`src/rtl/ahb_pkg.sv`:
```
// Shared AHB-Lite types and constants for the command-stream manager and
// the register-mapped slave it fronts.
package ahb_pkg;

  typedef enum logic [1:0] {
    IDLE   = 2'd0,
    NONSEQ = 2'd2
  } htrans_t;

  localparam logic OKAY  = 1'b0;
  localparam logic ERROR = 1'b1;

  typedef enum logic [1:0] {
    RUN,
    ERR2,
    REISSUE
  } master_state_t;

  // Slave register map
  localparam int ERR_STATUS_ADDRESS = 1;
  localparam int PAYLOAD_ADDRESS    = 2;
  localparam int DATA_SIZE_ADDRESS  = 4;

  // Field widths of the phase registers; the manager's ADDR_W/DATA_W track these
  localparam int XFER_ADDR_W = 3;
  localparam int XFER_DATA_W = 8;

  typedef struct packed {
    logic                   write;
    logic [XFER_ADDR_W-1:0] addr;
    logic [2:0]             size;
    logic [XFER_DATA_W-1:0] wdata;
    logic                   valid;
  } xfer_t;

endpackage

```
`src/rtl/ahb_lite_master.sv`:
```
// Single-outstanding pipelined AHB-Lite manager: command stream in, AHB
// transfers out, with wait-state handling and ERROR cancel/reissue.
module ahb_lite_master
  import ahb_pkg::*;
#(
  parameter int ADDR_W = XFER_ADDR_W,
  parameter int DATA_W = XFER_DATA_W
) (
  input  logic              hclk,
  input  logic              hreset_n,
  input  logic              cmd_valid,
  output logic              cmd_ready,
  input  logic              cmd_write,
  input  logic [ADDR_W-1:0] cmd_addr,
  input  logic [2:0]        cmd_size,
  input  logic [DATA_W-1:0] cmd_wdata,
  output logic              rsp_valid,
  output logic              rsp_write,
  output logic [DATA_W-1:0] rsp_rdata,
  output logic              rsp_err,
  output logic              hsel_x,
  output logic [ADDR_W-1:0] haddr,
  output logic [1:0]        htrans,
  output logic              hwrite,
  output logic [2:0]        hsize,
  output logic [DATA_W-1:0] hwdata,
  input  logic              hready,
  input  logic              hresp,
  input  logic [DATA_W-1:0] hrdata
);

  master_state_t     state_q, state_n;
  xfer_t             a_p0, a_p0_n;
  xfer_t             d_p1, d_p1_n;
  xfer_t             hold_q, hold_n;
  xfer_t             cmd_x;
  logic              cancel_q, cancel_n;
  logic              accept;
  logic              hsel_n;
  logic              rsp_valid_n, rsp_write_n, rsp_err_n;
  logic [DATA_W-1:0] rsp_rdata_n;
  logic              unused_d_fields;

  assign cmd_ready = hready && (state_q == RUN) && hreset_n;
  assign accept    = cmd_valid && cmd_ready;

  // Address phase outputs come straight off the A register; data phase off D
  assign htrans = a_p0.valid ? NONSEQ : IDLE;
  assign haddr  = ADDR_W'(a_p0.addr);
  assign hwrite = a_p0.write;
  assign hsize  = a_p0.size;
  assign hwdata = DATA_W'(d_p1.wdata);

  // D keeps address/size only so the whole transfer travels as one record
  assign unused_d_fields = ^{d_p1.addr, d_p1.size};

  always_comb begin
    state_n     = state_q;
    a_p0_n      = a_p0;
    d_p1_n      = d_p1;
    hold_n      = hold_q;
    cancel_n    = cancel_q;
    rsp_valid_n = 1'b0;
    rsp_write_n = 1'b0;
    rsp_err_n   = OKAY;
    rsp_rdata_n = '0;
    cmd_x       = '{write: cmd_write, addr: XFER_ADDR_W'(cmd_addr), size: cmd_size,
                    wdata: XFER_DATA_W'(cmd_wdata), valid: 1'b1};

    unique case (state_q)
      RUN: begin
        if (hready) begin
          d_p1_n = a_p0;
          if (!(a_p0.valid && a_p0.write)) d_p1_n.wdata = '0;
          if (accept) a_p0_n = cmd_x;
          else        a_p0_n.valid = 1'b0;
          if (d_p1.valid) begin
            rsp_valid_n = 1'b1;
            rsp_write_n = d_p1.write;
            rsp_rdata_n = d_p1.write ? '0 : hrdata;
          end
        end else if (hresp == ERROR) begin
          // First ERROR cycle: park the pending address phase and go idle
          hold_n       = a_p0;
          a_p0_n.valid = 1'b0;
          cancel_n     = a_p0.valid;
          state_n      = ERR2;
        end
      end
      ERR2: begin
        if (hready) begin
          rsp_valid_n  = 1'b1;
          rsp_write_n  = d_p1.write;
          rsp_err_n    = ERROR;
          d_p1_n.valid = 1'b0;
          cancel_n     = 1'b0;
          state_n      = cancel_q ? REISSUE : RUN;
        end
      end
      REISSUE: begin
        a_p0_n  = hold_q;
        state_n = RUN;
      end
      default: state_n = RUN;
    endcase

    hsel_n = a_p0_n.valid || d_p1_n.valid;
  end

  // Stage boundary: A (_p0) address phase -> D (_p1) data phase -> response
  always_ff @(posedge hclk) begin
    if (!hreset_n) begin
      state_q   <= RUN;
      a_p0      <= '0;
      d_p1      <= '0;
      hold_q    <= '0;
      cancel_q  <= 1'b0;
      hsel_x    <= 1'b0;
      rsp_valid <= 1'b0;
      rsp_write <= 1'b0;
      rsp_err   <= 1'b0;
      rsp_rdata <= '0;
    end else begin
      state_q   <= state_n;
      a_p0      <= a_p0_n;
      d_p1      <= d_p1_n;
      hold_q    <= hold_n;
      cancel_q  <= cancel_n;
      hsel_x    <= hsel_n;
      rsp_valid <= rsp_valid_n;
      rsp_write <= rsp_write_n;
      rsp_err   <= rsp_err_n;
      rsp_rdata <= rsp_rdata_n;
    end
  end

endmodule

```
`config.mk`:
```
export PLATFORM = sky130hd
export DESIGN_NAME = ahb_lite_master
export DESIGN_NICKNAME = d
export VERILOG_FILES = /design/src/rtl/ahb_pkg.sv /design/src/rtl/ahb_lite_master.sv
export SDC_FILE = /design/constraint.sdc
export NUM_CORES = 1
export LEC_CHECK = 0
export BUFFER_PORTS_ARGS = -buffer_cell sky130_fd_sc_hd__buf_2
export CORE_MARGIN = 1
export CORE_UTILIZATION = 25
export DETAILED_ROUTE_END_ITERATION = 8
export HOLD_SLACK_MARGIN = 0.08
export PLACE_DENSITY_LB_ADDON = 0.15
export SYNTH_ARGS = -nofsm -noshare
export SYNTH_HDL_FRONTEND = slang
export SYNTH_SLANG_ARGS = --single-unit
```
`constraint.sdc`:
```
create_clock -name hclk -period 1.5 [get_ports hclk]
set_clock_uncertainty 0.2 [all_clocks]
set_input_delay 0.075 -clock hclk [delete_from_list [all_inputs] [get_ports hclk]]
set_output_delay 0.075 -clock hclk [all_outputs]
set_load 0.1 [all_outputs]
```
# ---- Yosys cells after proc, flatten, opt, wreduce, memory -nomap -nowiden
# Cells that the tools add are included.
# W data, S select, Z words.
dict set report op_classes {
  addsub 0
  mul 0
  n_div 0
  magnitude_cmp 0
  n_eq_ne 7
  shifts 0
  muxes 28
  bitwise_logic 4
  reduce_logical 15
}
# op n
set ops {}
lappend ops {{$pmux W16 S2} 1}
lappend ops {{$mux W15} 2}
lappend ops {{$mux W1} 14}
lappend ops {{$mux W2} 5}
lappend ops {{$ne A2 B2 Y1 const B} 5}
lappend ops {{$reduce_and A3 Y1} 3}
lappend ops {{$mux W8} 1}
lappend ops {{$pmux W1 S2} 4}
lappend ops {{$reduce_or A5 Y1} 1}
lappend ops {{$logic_and A1 B1 Y1} 4}
lappend ops {{$not A1 Y1} 4}
lappend ops {{$pmux W2 S2} 1}
lappend ops {{$reduce_and A2 Y1} 2}
lappend ops {{$reduce_and A4 Y1} 1}
lappend ops {{$reduce_bool A2 Y1} 2}
lappend ops {{$eq A2 B1 Y1 const B} 1}
lappend ops {{$eq A2 B2 Y1 const B} 1}
lappend ops {{$logic_not A2 Y1} 1}
lappend ops {{$logic_or A1 B1 Y1} 1}
dict set report word_totals {
  regBits 57
  latch_bits 0
  ramBits 0
  romBits 0
  input_bits 28
  word_cells 74
  n_memories 0
}

# ---- Depth between registers and ports, before layout
# Gate-level depths: netlist of run 1.
dict set report logic_depth {
  word_depth 8
  mapped_depth 6
}

# ---- Least setup slack after synthesis of run 1
# No wires, ideal clock.
dict set report synth_timing {
  path_type {reg-to-reg}
  start {register state_q[0]}
  end {register d_p1, in the netlist hwdata[0]}
  setup_ps 59
  arrival_ps 1642
  required_ps 1241
  slack_ps -401
  stages_incl_launch_ff 6
  synth_period_minus_slack_ps 1901
  path_cell_list {dfxtp_1 -> buf_2 -> and4bb_2 -> and3_1 -> buf_2 -> a22o_1}
}
dict set report synth_via {
  elab_chain_len 2
}
# item line_no
set synth_lines {}
lappend synth_lines {{start, declared} ahb_lite_master.sv:32} ;# master_state_t state_q, state_n;
lappend synth_lines {{start signal, assigned} ahb_lite_master.sv:124} ;# state_q <= state_n;
lappend synth_lines {{$logic_not A2 Y1} ahb_lite_master.sv:70} ;# unique case (state_q)
lappend synth_lines {{$reduce_and A2 Y1 (no line)} n/a}
lappend synth_lines {{end signal, assigned} ahb_lite_master.sv:126} ;# d_p1 <= d_p1_n;
lappend synth_lines {{end, declared} ahb_lite_master.sv:34} ;# xfer_t d_p1, d_p1_n;
# Every way passes these cells.
# A chain may end at the register's enable or synchronous reset.

# ---- Worst setup path in the final report of run 1
dict set report layout_timing {
  start {register state_q[1]}
  end {register hold_q[7] in the netlist's numbering}
}
dict set report layout_via {
  elab_chain_len 2
}
# item line_no
set layout_lines {}
lappend layout_lines {{$logic_not A2 Y1} ahb_lite_master.sv:70}
lappend layout_lines {{$reduce_and A3 Y1 (no line)} n/a}
lappend layout_lines {{end signal, assigned} ahb_lite_master.sv:127} ;# hold_q <= hold_n;
lappend layout_lines {{end, declared} ahb_lite_master.sv:35} ;# xfer_t hold_q, hold_n;
# Every way passes these cells.

==> run summary, run 1 <==
Leakage: 1.37 nW
Commonest non-fill, non-tap cell in the layout: buf_2
Max-cap violations: 0
Crit path time final: 1.59 ns
Synth Warn #: 0
Final HPWL DP: 3980 microns
Seq/Total Area, Yosys: 48.6%
Clock sink count: 57
GR Util All Layers: 13.7%
Layout Nets: 365
Synth Cell Area: 0.00235 sq mm
WS Path Type: reg -> reg
CP Max Fanout: 7
Final Util: 37.9%
Synth-to-layout area growth: 43.7%
Die area: 0.00978 sq mm
Fmax: 630 MHz
Die width: 98.9 microns
Initial antenna violation count: 0
Avg Vias per Cell: 4.44
Critical Path Source Type: register
Clk pin slew, worst setup/hold paths: 0.07 ns
Final wirelength: 6170 microns
Layout cell share with drive strength beyond 1: 34.0%
CP required: 1.56 ns
DRC errors left: 0
Antenna-violating nets left: 0
Status: finished, violations left
Worst-Skew Late Latency: 0.34 ns
Sum of negative setup slack: -1.23 ns
Synth top area share: 48.6%
CTS Buffer Depth: 2
Hold crit path type: in -> reg
First-pass GRT wire length: 10100 microns
Layout filler cell count: 895
Synth top area cells: dfxtp_1 49%, nand2_1 7.7%, mux2i_1 7.3%, buf_4 5.4%, o21bai_1 4.8%
# rows: 34
Boundary Pins: 58
Failing checks: negative setup slack
Clock H-tree levels: 3
Starting Density: 26.4%
Period Utilization, post-route: 106%
#FFs+latches synth: 57
Commonest cells after routing, fill and taps aside: 55 x buf_2, 54 x dfxtp_1, 45 x nand2_1, 29 x dlygate4sd3_1
Synth area leader: dfxtp_1
Arr. time, crit path: 1.65 ns
Clock root buffer master: clkbuf_8
Synth Instances: 250
Vias in the first global route: 2005
Routability cong.: 0.725
Avg Cell Area, Syn: 9.38 sq um
RSZ-0062 raised after global routing: true
Drt initial violations: 61
Largest net degree at the start of global routing: 20
Worst Max-Slew Pin Slew: 0.496 ns
Total number of vias: 1992
CTS tree: yes
Fin worst setup slack: -0.0883 ns
I/O Buffers: 56
Synth Net Count: 278
Core Region: 0.00889 sq mm
1st-pass router iterations: 4
Pwr/cell area: 1100 mW/mm^2
Final Max Tran Viols: 0
Setup violators final: 18
Avg WL per Cell: 13.7 microns
CP Capture Type: register
Die height: 98.9 microns
Final Hold Viols: 0
Slew HR: 66.8%
Num CTS Buffers: 9
Max IR drop VDD: 0.450 mV
Antenna diodes: 0
Unique masters post-synth: 32
Total congestion overflow: 0
==> per-stage QoR <==
| step | cell area (sq um) | setup WS, ns | total power, mW | hold slack [ns] | cells |
|---|---|---|---|---|---|
| after floorplan | 2370 | -0.188 | 1.84 | 0.00229 | 250 |
| after global placement | 2740 | 0.00377 | 1.95 | 0.0822 | 402 |
| after detailed placement | 2740 | -0.0161 | 1.95 | 0.0862 | 402 |
| after CTS | 3330 | -0.0744 | 3.75 | 0.0846 | 449 |
| after global routing | 3370 | -0.154 | 3.85 | 0.0935 | 449 |
| final | 3370 | -0.0883 | 3.71 | 0.0945 | 449 |
==> logic make-up (layout without fill, tap and decap cells) <==
| logic type | after synthesis | after routing | synth area share [%] |
|---|---|---|---|
| flip-flops | 57 | 57 | 48.6 |
| AND/OR/NAND/NOR | 94 | 94 | 20.7 |
| other | 1 | 1 | 0.160 |
| buffers and inverters | 35 | 126 | 9.60 |
| multiplexers | 17 | 17 | 7.25 |
| AO/OA/AOI/OAI | 46 | 46 | 13.7 |
==> layer usage <==
layer	part of all wire, %	global-route usage, %	wire (microns)
met1	46	16.8	2850
met2	49	22.4	3010
met5	0	0	0
met3	3.5	3.83	218
met4	1.5	5.86	95
==> area by class of cell <==
cell class / instances / area, sq um / share of cell area [%]
sequential: 57 / 1140 / 34.0
timing repair buffer: 110 / 812 / 24.1
clock inverter: 6 / 108 / 3.19
tap: 108 / 135 / 4.01
clock buffer: 9 / 124 / 3.67
inverter: 1 / 3.75 / 0.111
multi-input combinational: 158 / 1040 / 31.0
==> worst paths after layout <==
kind	startpoint	endpoint	slack [ns]	depth (start not counted)
setup / recovery	state_q[1]	hold_q[7]	-0.09	6
hold / removal	hresp	hold_q[0]	0.09	5
setup reg to reg	state_q[1]	hold_q[7]	-0.09	6
hold reg to reg	hold_q[7]	hold_q[7]	0.27	2
==> synth_stat cells <==
cell type and number:
or4b_4 1, clkinv_1 1, mux2i_1 17, o211ai_1 1, a21oi_1 17, and4bb_2 1
a22oi_1 1, a31oi_2 1, and2_1 10, buf_6 3, buf_1 1, o221a_2 1
o221ai_1 1, clkbuf_1 7, a22o_1 8, buf_2 6, nor2b_1 2, dfxtp_1 57
and3b_1 1, o21ai_0 1, and3_1 2, nor3_1 2, nor4b_4 1, nor2_1 7
nor3b_1 1, nand2b_1 1, conb_1 1, nor4_1 16, nor4b_1 1, o21bai_1 15
nand2_1 48, buf_4 17
==> registers in the layout (all words and copies together), names as in the netlist <==
register and cells:
a_p0 9, cancel_q 1, d_p1 2, haddr 3, hold_q 16, hsel_x 1, hsize 3, hwdata 8
hwrite 1, rsp_err 1, rsp_rdata 8, rsp_valid 1, rsp_write 1, state_q 2
==> what timing repair did <==
| action | CTS | global route |
|---|---|---|
| endpoints found under the hold margin | 31 | 0 |
| pin swaps | 21 | 5 |
| hold buffers | 29 | 0 |
| gates cloned | 1 | 0 |
| setup buffers | 3 | 1 |
| setup endpoints to repair | 18 | 37 |
| resized for setup | 13 | 10 |
==> critical path, stage by stage, from the launching register on <==
cell and delay, ns:
dfxtp_2 0.33, buf_6 0.11, buf_6 0.13, nor4b_4 0.37
buf_6 0.19, nand2_1 0.06, a21oi_1 0.12
==> report_power, final <==
part | internal (mW) | switching [mW] | total (mW)
clock network | 1.09 | 0.624 | 1.71
logic | 0.171 | 0.259 | 0.430
registers | 1.54 | 0.0216 | 1.56
Note: power is estimated with default switching activity, not from simulation.
==> inputs of run 2 (changes only) <==
--- a/config.mk
+++ b/config.mk
@@ -6,6 +6,7 @@
 export NUM_CORES = 1
 export LEC_CHECK = 0
 export BUFFER_PORTS_ARGS = -buffer_cell sky130_fd_sc_hd__buf_2
+export CORE_ASPECT_RATIO = 1.4
 export CORE_MARGIN = 1
 export CORE_UTILIZATION = 25
 export DETAILED_ROUTE_END_ITERATION = 8
==> run 2 against run 1 <==
The flow finishes with violations (design-rule violations, negative setup slack); first-iteration DRC count up 31%; design area increased by 1.5%; via count is 1.5% higher; sequential share of layout area shrank 0.51 points; power increased by 8.7%; critical path type is now reg -> out.
==> run summary, run 2 (synthesis gave the netlist of run 1 again) <==
Status: finished, violations left
Failing checks: design-rule violations, negative setup slack
Final wirelength: 6380 microns (+3.5%)
Max-cap violations: 0 (unchanged)
Final Hold Viols: 0 (unchanged)
CP dominant cell by count: buf_6
Clock root buffer master: clkbuf_16
Worst Max-Slew Pin Slew: 0.521 ns (+0.0243 ns)
CP Capture Type: output pin
Cells on worst reg2reg path: 6 (unchanged)
1st-pass router iterations: 6 (+2)
Total congestion overflow: 0 (unchanged)
Multi-input logic area: 0.00100 sq mm (-3.7%)
WS Path Type: reg -> out
Worst-Skew Late Latency: 0.33 ns (about the same)
DRC errors left: 4 (+4)
Period Utilization, post-route: 108% (+2.6 points)
Initial antenna violation count: 0 (unchanged)
Clock H-tree levels: 3 (unchanged)
Fmax: 615 MHz (-2.4%)
Final HPWL DP: 4160 microns (+4.4%)
CP max-delay cell: dfxtp_2
Reg-to-Reg Start: state_q[1]
Register area: 0.00114 sq mm (unchanged)
Drt initial violations: 80 (+31%)
Crit-path cells: buf_6 > and4bb_4 > buf_6 > buf_12
Crit. Startpoint: state_q[1]
Placement Setup Slack: -0.111 ns (-0.0951 ns)
Pwr/cell area: 1180 mW/mm^2 (+7.0%)
Slew HR: 65.2% (-1.6 points)
Antenna diodes: 0 (unchanged)
R2r setup slk: -0.07 ns (+0.02 ns)
Antenna-violating nets left: 0 (unchanged)
First-pass GRT wire length: 10100 microns (about the same)
Num CTS Buffers: 9 (unchanged)
Layout cell share with drive strength beyond 1: 32.9% (-1.1 points)
DP Area: 0.00276 sq mm (+0.59%)
I/O Buffers: 56 (unchanged)
Max IR drop VDD: 0.512 mV (+14%)
CP Max Fanout: 4 (-3)
Routability cong.: 0.710 (-2.0%)
GRT busiest layer: met2
CP bufs+invs: 3 (unchanged)
Commonest cells after routing, fill and taps aside: 55 x buf_2, 54 x dfxtp_1, 48 x nand2_1, 28 x dlygate4sd3_1, 23 x buf_4
GR Layer Usage met2: 23.8% (+1.4 points)
Clock sink count: 57 (unchanged)
Post-Route Hold Slack: 0.0979 ns (+0.00341 ns)
CP required: 1.22 ns (-0.34 ns)
CTS tree: yes
Core Region: 0.00908 sq mm (+2.1%)
GR Util All Layers: 13.9% (+0.21 points)
Boundary Pins: 58 (unchanged)
Die width: 83.9 microns (-15%)
Setup violators final: 33 (+15)
CTS Buffer Depth: 2 (unchanged)
Die height: 117 microns (+18%)
Hold Crit Start: hreset_n
Vias in the first global route: 2027 (+1.1%)
Number of stages on the worst setup path: 4 (-2)
Max FFs per register: 16 (unchanged)
Avg Vias per Cell: 4.46 (+0.61%)
Avg WL per Cell: 14.1 microns (+2.6%)
Fin worst setup slack: -0.127 ns (-0.0384 ns)
R2r endpoint: a_p0[2]
Family with the most delay on the worst path: buffers and inverters
RSZ-0062 raised after global routing: true
Top flop regs: hold_q x16, a_p0 x9
# rows: 41 (+21%)
Synth-to-layout area growth: 45.9%
Total chip power: 4.03 mW (+8.7%)
Total number of vias: 2022 (+1.5%)
Hold crit path type: in -> reg
Crit path largest cell delay: 0.32 ns (-0.05 ns)
Crit path time final: 1.63 ns (+0.0384 ns)
Layout filler cell count: 916 (+2.3%)
Die area: 0.00978 sq mm (about the same)
GR Util met1: 15.3% (-1.5 points)
Leakage: 1.41 nW (+3.0%)
Critical Path Source Type: register
Final Max Tran Viols: 0 (unchanged)
Commonest non-fill, non-tap cell in the layout: buf_2
Sum of negative setup slack: -1.68 ns (-0.444 ns)
Largest Register: hold_q
Layout Nets: 369 (+1.1%)
Fin area: 0.00342 sq mm (+1.5%)
Crit path to: cmd_ready
Arr. time, crit path: 1.35 ns (-0.30 ns)
Starting Density: 25.8% (-0.55 points)
Largest net degree at the start of global routing: 17 (-15%)
Clk pin slew, worst setup/hold paths: 0.05 ns (-0.02 ns)
M3 GR Usage: 2.61% (-1.2 points)
[run 2: cell count changes in the layout (fill, tap and decap cells not counted), moves of 2 or more]
cell       before  now
buf_4          17   23
clkbuf_8        9    1
nand2_2         3    0
nand2_1        45   48
bufinv_16       3    1
clkbuf_16       0    9
a21oi_2         6    1
buf_6           7    5
a21oi_1        11   16
[run 2: where the power goes]
part           internal, mW  switching [mW]
clock                  1.32           0.699
sequential             1.55          0.0218
combinational         0.179           0.258
total                  3.05           0.980
[run 2: worst reg2reg max path: stages, from the launching register on]
cell      delay (ns)
dfxtp_2         0.32
buf_4           0.13
buf_4           0.16
a31oi_2         0.23
buf_4           0.21
nor4_1          0.06
o21bai_1        0.15
[run 2: worst min-delay path by stage]
| stage | cells past startpoint | slack (ns) | end |
|---|---|---|---|
| global route | 4 | 0.12 | hold_q[0] |
| detailed placement | 2 | 0.08 | rsp_rdata[1] |
| floorplan | 1 | 0.002 | rsp_rdata[0] |
| global placement | 2 | 0.08 | rsp_rdata[4] |
| CTS | 4 | 0.1 | hold_q[9] |
| finish | 4 | 0.1 | hold_q[15] |
[run 2: timing repair]
item,in CTS,in global routing
gates cloned,0,1
hold buffers,29,0
endpoints found under the setup margin,35,52
hold endpoints to repair,34,0
gates resized for setup,6,6
pin swaps,3,3
buffers inserted,3,1
[run 2: stage by stage]
stage,utilization [%],std cells
global placement,30.4,403
global route,37.7,453
finish,37.7,453
CTS,37.3,451
detailed placement,30.4,403
floorplan,-,250
[run 2: area by class of cell]
type | count | area share [%]
sequential | 57 | 33.5
multi-input combinational | 158 | 29.4
tap | 107 | 3.91
inverter | 1 | 0.110
clock buffer | 11 | 7.09
clock inverter | 5 | 1.61
timing repair buffer | 114 | 24.5
[run 2: per-layer routing]
metal	vias to the layer above	routed length [microns]
li1	1030	-
met1	936	2810
met2	39	3150
met3	17	189
met4	0	238
met5	-	0
==> inputs of run 3 (changes only) <==
--- a/config.mk
+++ b/config.mk
@@ -8,7 +8,7 @@
 export BUFFER_PORTS_ARGS = -buffer_cell sky130_fd_sc_hd__buf_2
 export CORE_ASPECT_RATIO = 1.4
 export CORE_MARGIN = 1
-export CORE_UTILIZATION = 25
+export CORE_UTILIZATION = 47
 export DETAILED_ROUTE_END_ITERATION = 8
 export HOLD_SLACK_MARGIN = 0.08
 export PLACE_DENSITY_LB_ADDON = 0.15
==> run 3 against run 2 <==
The run ends with negative setup slack left; cell count is 9.3% lower; worst setup slack better by 0.11 ns; global-route usage is 9.1 points higher; sequential share of layout area up 1.1 points; sequential power hardly changed; design area decreased by 2.9%; routed wire length is 8.5% lower; flip-flop and latch count is the same; die area fell by 46%; non-clock buffer count increased by 2; power fell by 15%; critical path type is now reg -> reg.
==> run summary, run 3 (synthesis gave the netlist of run 1 again) <==
Status: finished, violations left
Failing checks: negative setup slack
Arr. time, crit path: 1.55 ns (+0.20 ns)
Antenna diodes: 0 (unchanged)
Clock sink count: 57 (unchanged)
Largest Register: hold_q
Final wirelength: 5840 microns (-8.5%)
Final HPWL DP: 3520 microns (-15%)
CP max-delay cell: or4b_4
# rows: 30 (-27%)
Crit-path cells: or4b_4 > nand2_1 > a21oi_2
Worst-Skew Late Latency: 0.33 ns (about the same)
Num CTS Buffers: 9 (unchanged)
Commonest cells after routing, fill and taps aside: 55 x buf_2, 54 x dfxtp_1, 43 x nand2_1, 35 x dlygate4sd3_1, 20 x buf_4
Total congestion overflow: 0 (unchanged)
Vias in the first global route: 1919 (-5.3%)
WS Path Type: reg -> reg
Routed wl met3: 203 microns (+7.4%)
Hold crit path type: in -> reg
Fmax: 658 MHz (+7.0%)
Max layer used: met4
Setup violators final: 9 (-73%)
Starting Density: 48.8% (+23 points)
Sum of negative setup slack: -0.115 ns (+1.56 ns)
First-pass GRT wire length: 8880 microns (-12%)
WL met2: 2970 microns (-5.7%)
Die height: 85.6 microns (-27%)
CP Max Fanout: 16 (+12)
Final Hold Viols: 0 (unchanged)
Crit path time final: 1.52 ns (-0.106 ns)
Top flop regs: hold_q x16, a_p0 x9
Total chip power: 3.43 mW (-15%)
Max FFs per register: 16 (unchanged)
Avg Vias per Cell: 5.09 (+14%)
Boundary Pins: 58 (unchanged)
Inst Count DP: 358 (-11%)
R2r endpoint: hold_q[14]
RSZ-0062 raised after global routing: true
Cells on worst reg2reg path: 3 (-3)
Die area: 0.00528 sq mm (-46%)
Final Max Tran Viols: 0 (unchanged)
Fin cells: 411 (-9.3%)
Clock root buffer master: clkbuf_8
Routability cong.: 0.779 (+9.7%)
Reg-to-Reg Start: state_q[0]
DRC errors left: 0 (-4)
Hold Crit Start: hresp
Largest net degree at the start of global routing: 21 (+4)
1st-pass router iterations: 5 (-1)
Period Utilization, post-route: 101% (-7.1 points)
Clock H-tree levels: 3 (unchanged)
Multi-input logic area: 0.00103 sq mm (+2.9%)
Leakage: 1.38 nW (-2.5%)
Critical Path Source Type: register
CP Capture Type: register
Register area: 0.00115 sq mm (+0.44%)
Post-Route Hold Slack: 0.0966 ns (-0.00129 ns)
CTS Buffer Depth: 2 (unchanged)
Avg WL per Cell: 14.2 microns (+0.84%)
Antenna-violating nets left: 0 (unchanged)
DP Area: 0.00269 sq mm (-2.6%)
CTS tree: yes
Die width: 61.7 microns (-26%)
Layout filler cell count: 421 (-54%)
Initial antenna violation count: 0 (unchanged)
Synth-to-layout area growth: 41.7%
WHS Path Cells: 4 (unchanged)
Drt initial violations: 108 (+35%)
GR Util All Layers: 23.0% (+9.1 points)
Fin worst setup slack: -0.0204 ns (+0.106 ns)
Pwr/cell area: 1030 mW/mm^2 (-12%)
Layout Nets: 371 (+0.54%)
Hold endpoint: a_p0[0]
Fin area: 0.00332 sq mm (-2.9%)
Final Util: 69.2% (+31 points)
Clk pin slew, worst setup/hold paths: 0.06 ns (about the same)
Layout cell share with drive strength beyond 1: 34.0% (+1.1 points)
Max-cap violations: 0 (unchanged)
R2r setup slk: -0.02 ns (+0.05 ns)
Placement Setup Slack: -0.0279 ns (+0.0833 ns)
Core Region: 0.00480 sq mm (-47%)
Commonest non-fill, non-tap cell in the layout: buf_2
Routed length on met1: 2520 microns (-10%)
CP required: 1.53 ns (+0.31 ns)
Max IR drop VDD: 0.882 mV (+72%)
I/O Buffers: 56 (unchanged)
Total number of vias: 2094 (+3.6%)
Crit path largest cell delay: 0.67 ns (+0.35 ns)
run 3: cell types whose count changed in the layout (fill, tap and decap cells not counted), moves of 2 or more:
cell,change
a21oi_1,-3
a21oi_2,+3
buf_4,-3
clkbuf_16,-9
clkbuf_8,+10
clkinvlp_4,-2
dfxtp_2,-2
dfxtp_4,+2
dlygate4sd3_1,+7
nand2_1,-5
nand2_2,+5
run 3: routing by layer:
layer / GRT usage (%) / vias up
met5: 0 / -
met4: 13.3 / 0
met3: 3.47 / 14
met2: 37.0 / 56
met1: 28.2 / 989
li1: - / 1035
run 3: final cells by class:
type,instances,area share [%]
Sequential cell,57,34.6
Multi-Input combinational cell,158,31.1
Timing Repair Buffer,116,25.9
Clock buffer,12,4.67
Tap cell,64,2.41
Clock inverter,3,1.20
Inverter,1,0.113
run 3: how the worst max path moves through the flow:
stage | from | to | slack (ns) | cells past startpoint
after detailed placement | state_q[1] | hwdata[2] | -0.03 | 3
after global placement | state_q[1] | hold_q[7] | -0.005 | 3
after floorplan | state_q[1] | hwdata[0] | -0.19 | 5
after CTS | state_q[0] | cmd_ready | -0.01 | 2
after global routing | state_q[1] | hold_q[7] | -0.07 | 5
final | state_q[0] | hold_q[14] | -0.02 | 3
run 3: timing repair:
| item | CTS | global route |
|---|---|---|
| endpoints found under the hold margin | 33 | 8 |
| gates resized for setup | 5 | 17 |
| hold buffers | 32 | 4 |
| endpoints found under the setup margin | 28 | 25 |
| buffers inserted | 1 | 2 |
| gates cloned | 0 | 1 |
| pin swaps | 2 | 10 |
run 3: critical path, delay by kind of cell (launching register included):
family	cells	cell delay, ns
AND/OR/NAND/NOR	2	0.80
AO/OA/AOI/OAI	1	0.05
flip-flops	1	0.36
run 3: report_power, final:
group          switching, mW  total, mW  internal (mW)
logic                  0.260      0.442          0.182
registers             0.0207       1.56           1.54
clock network          0.579       1.42          0.843
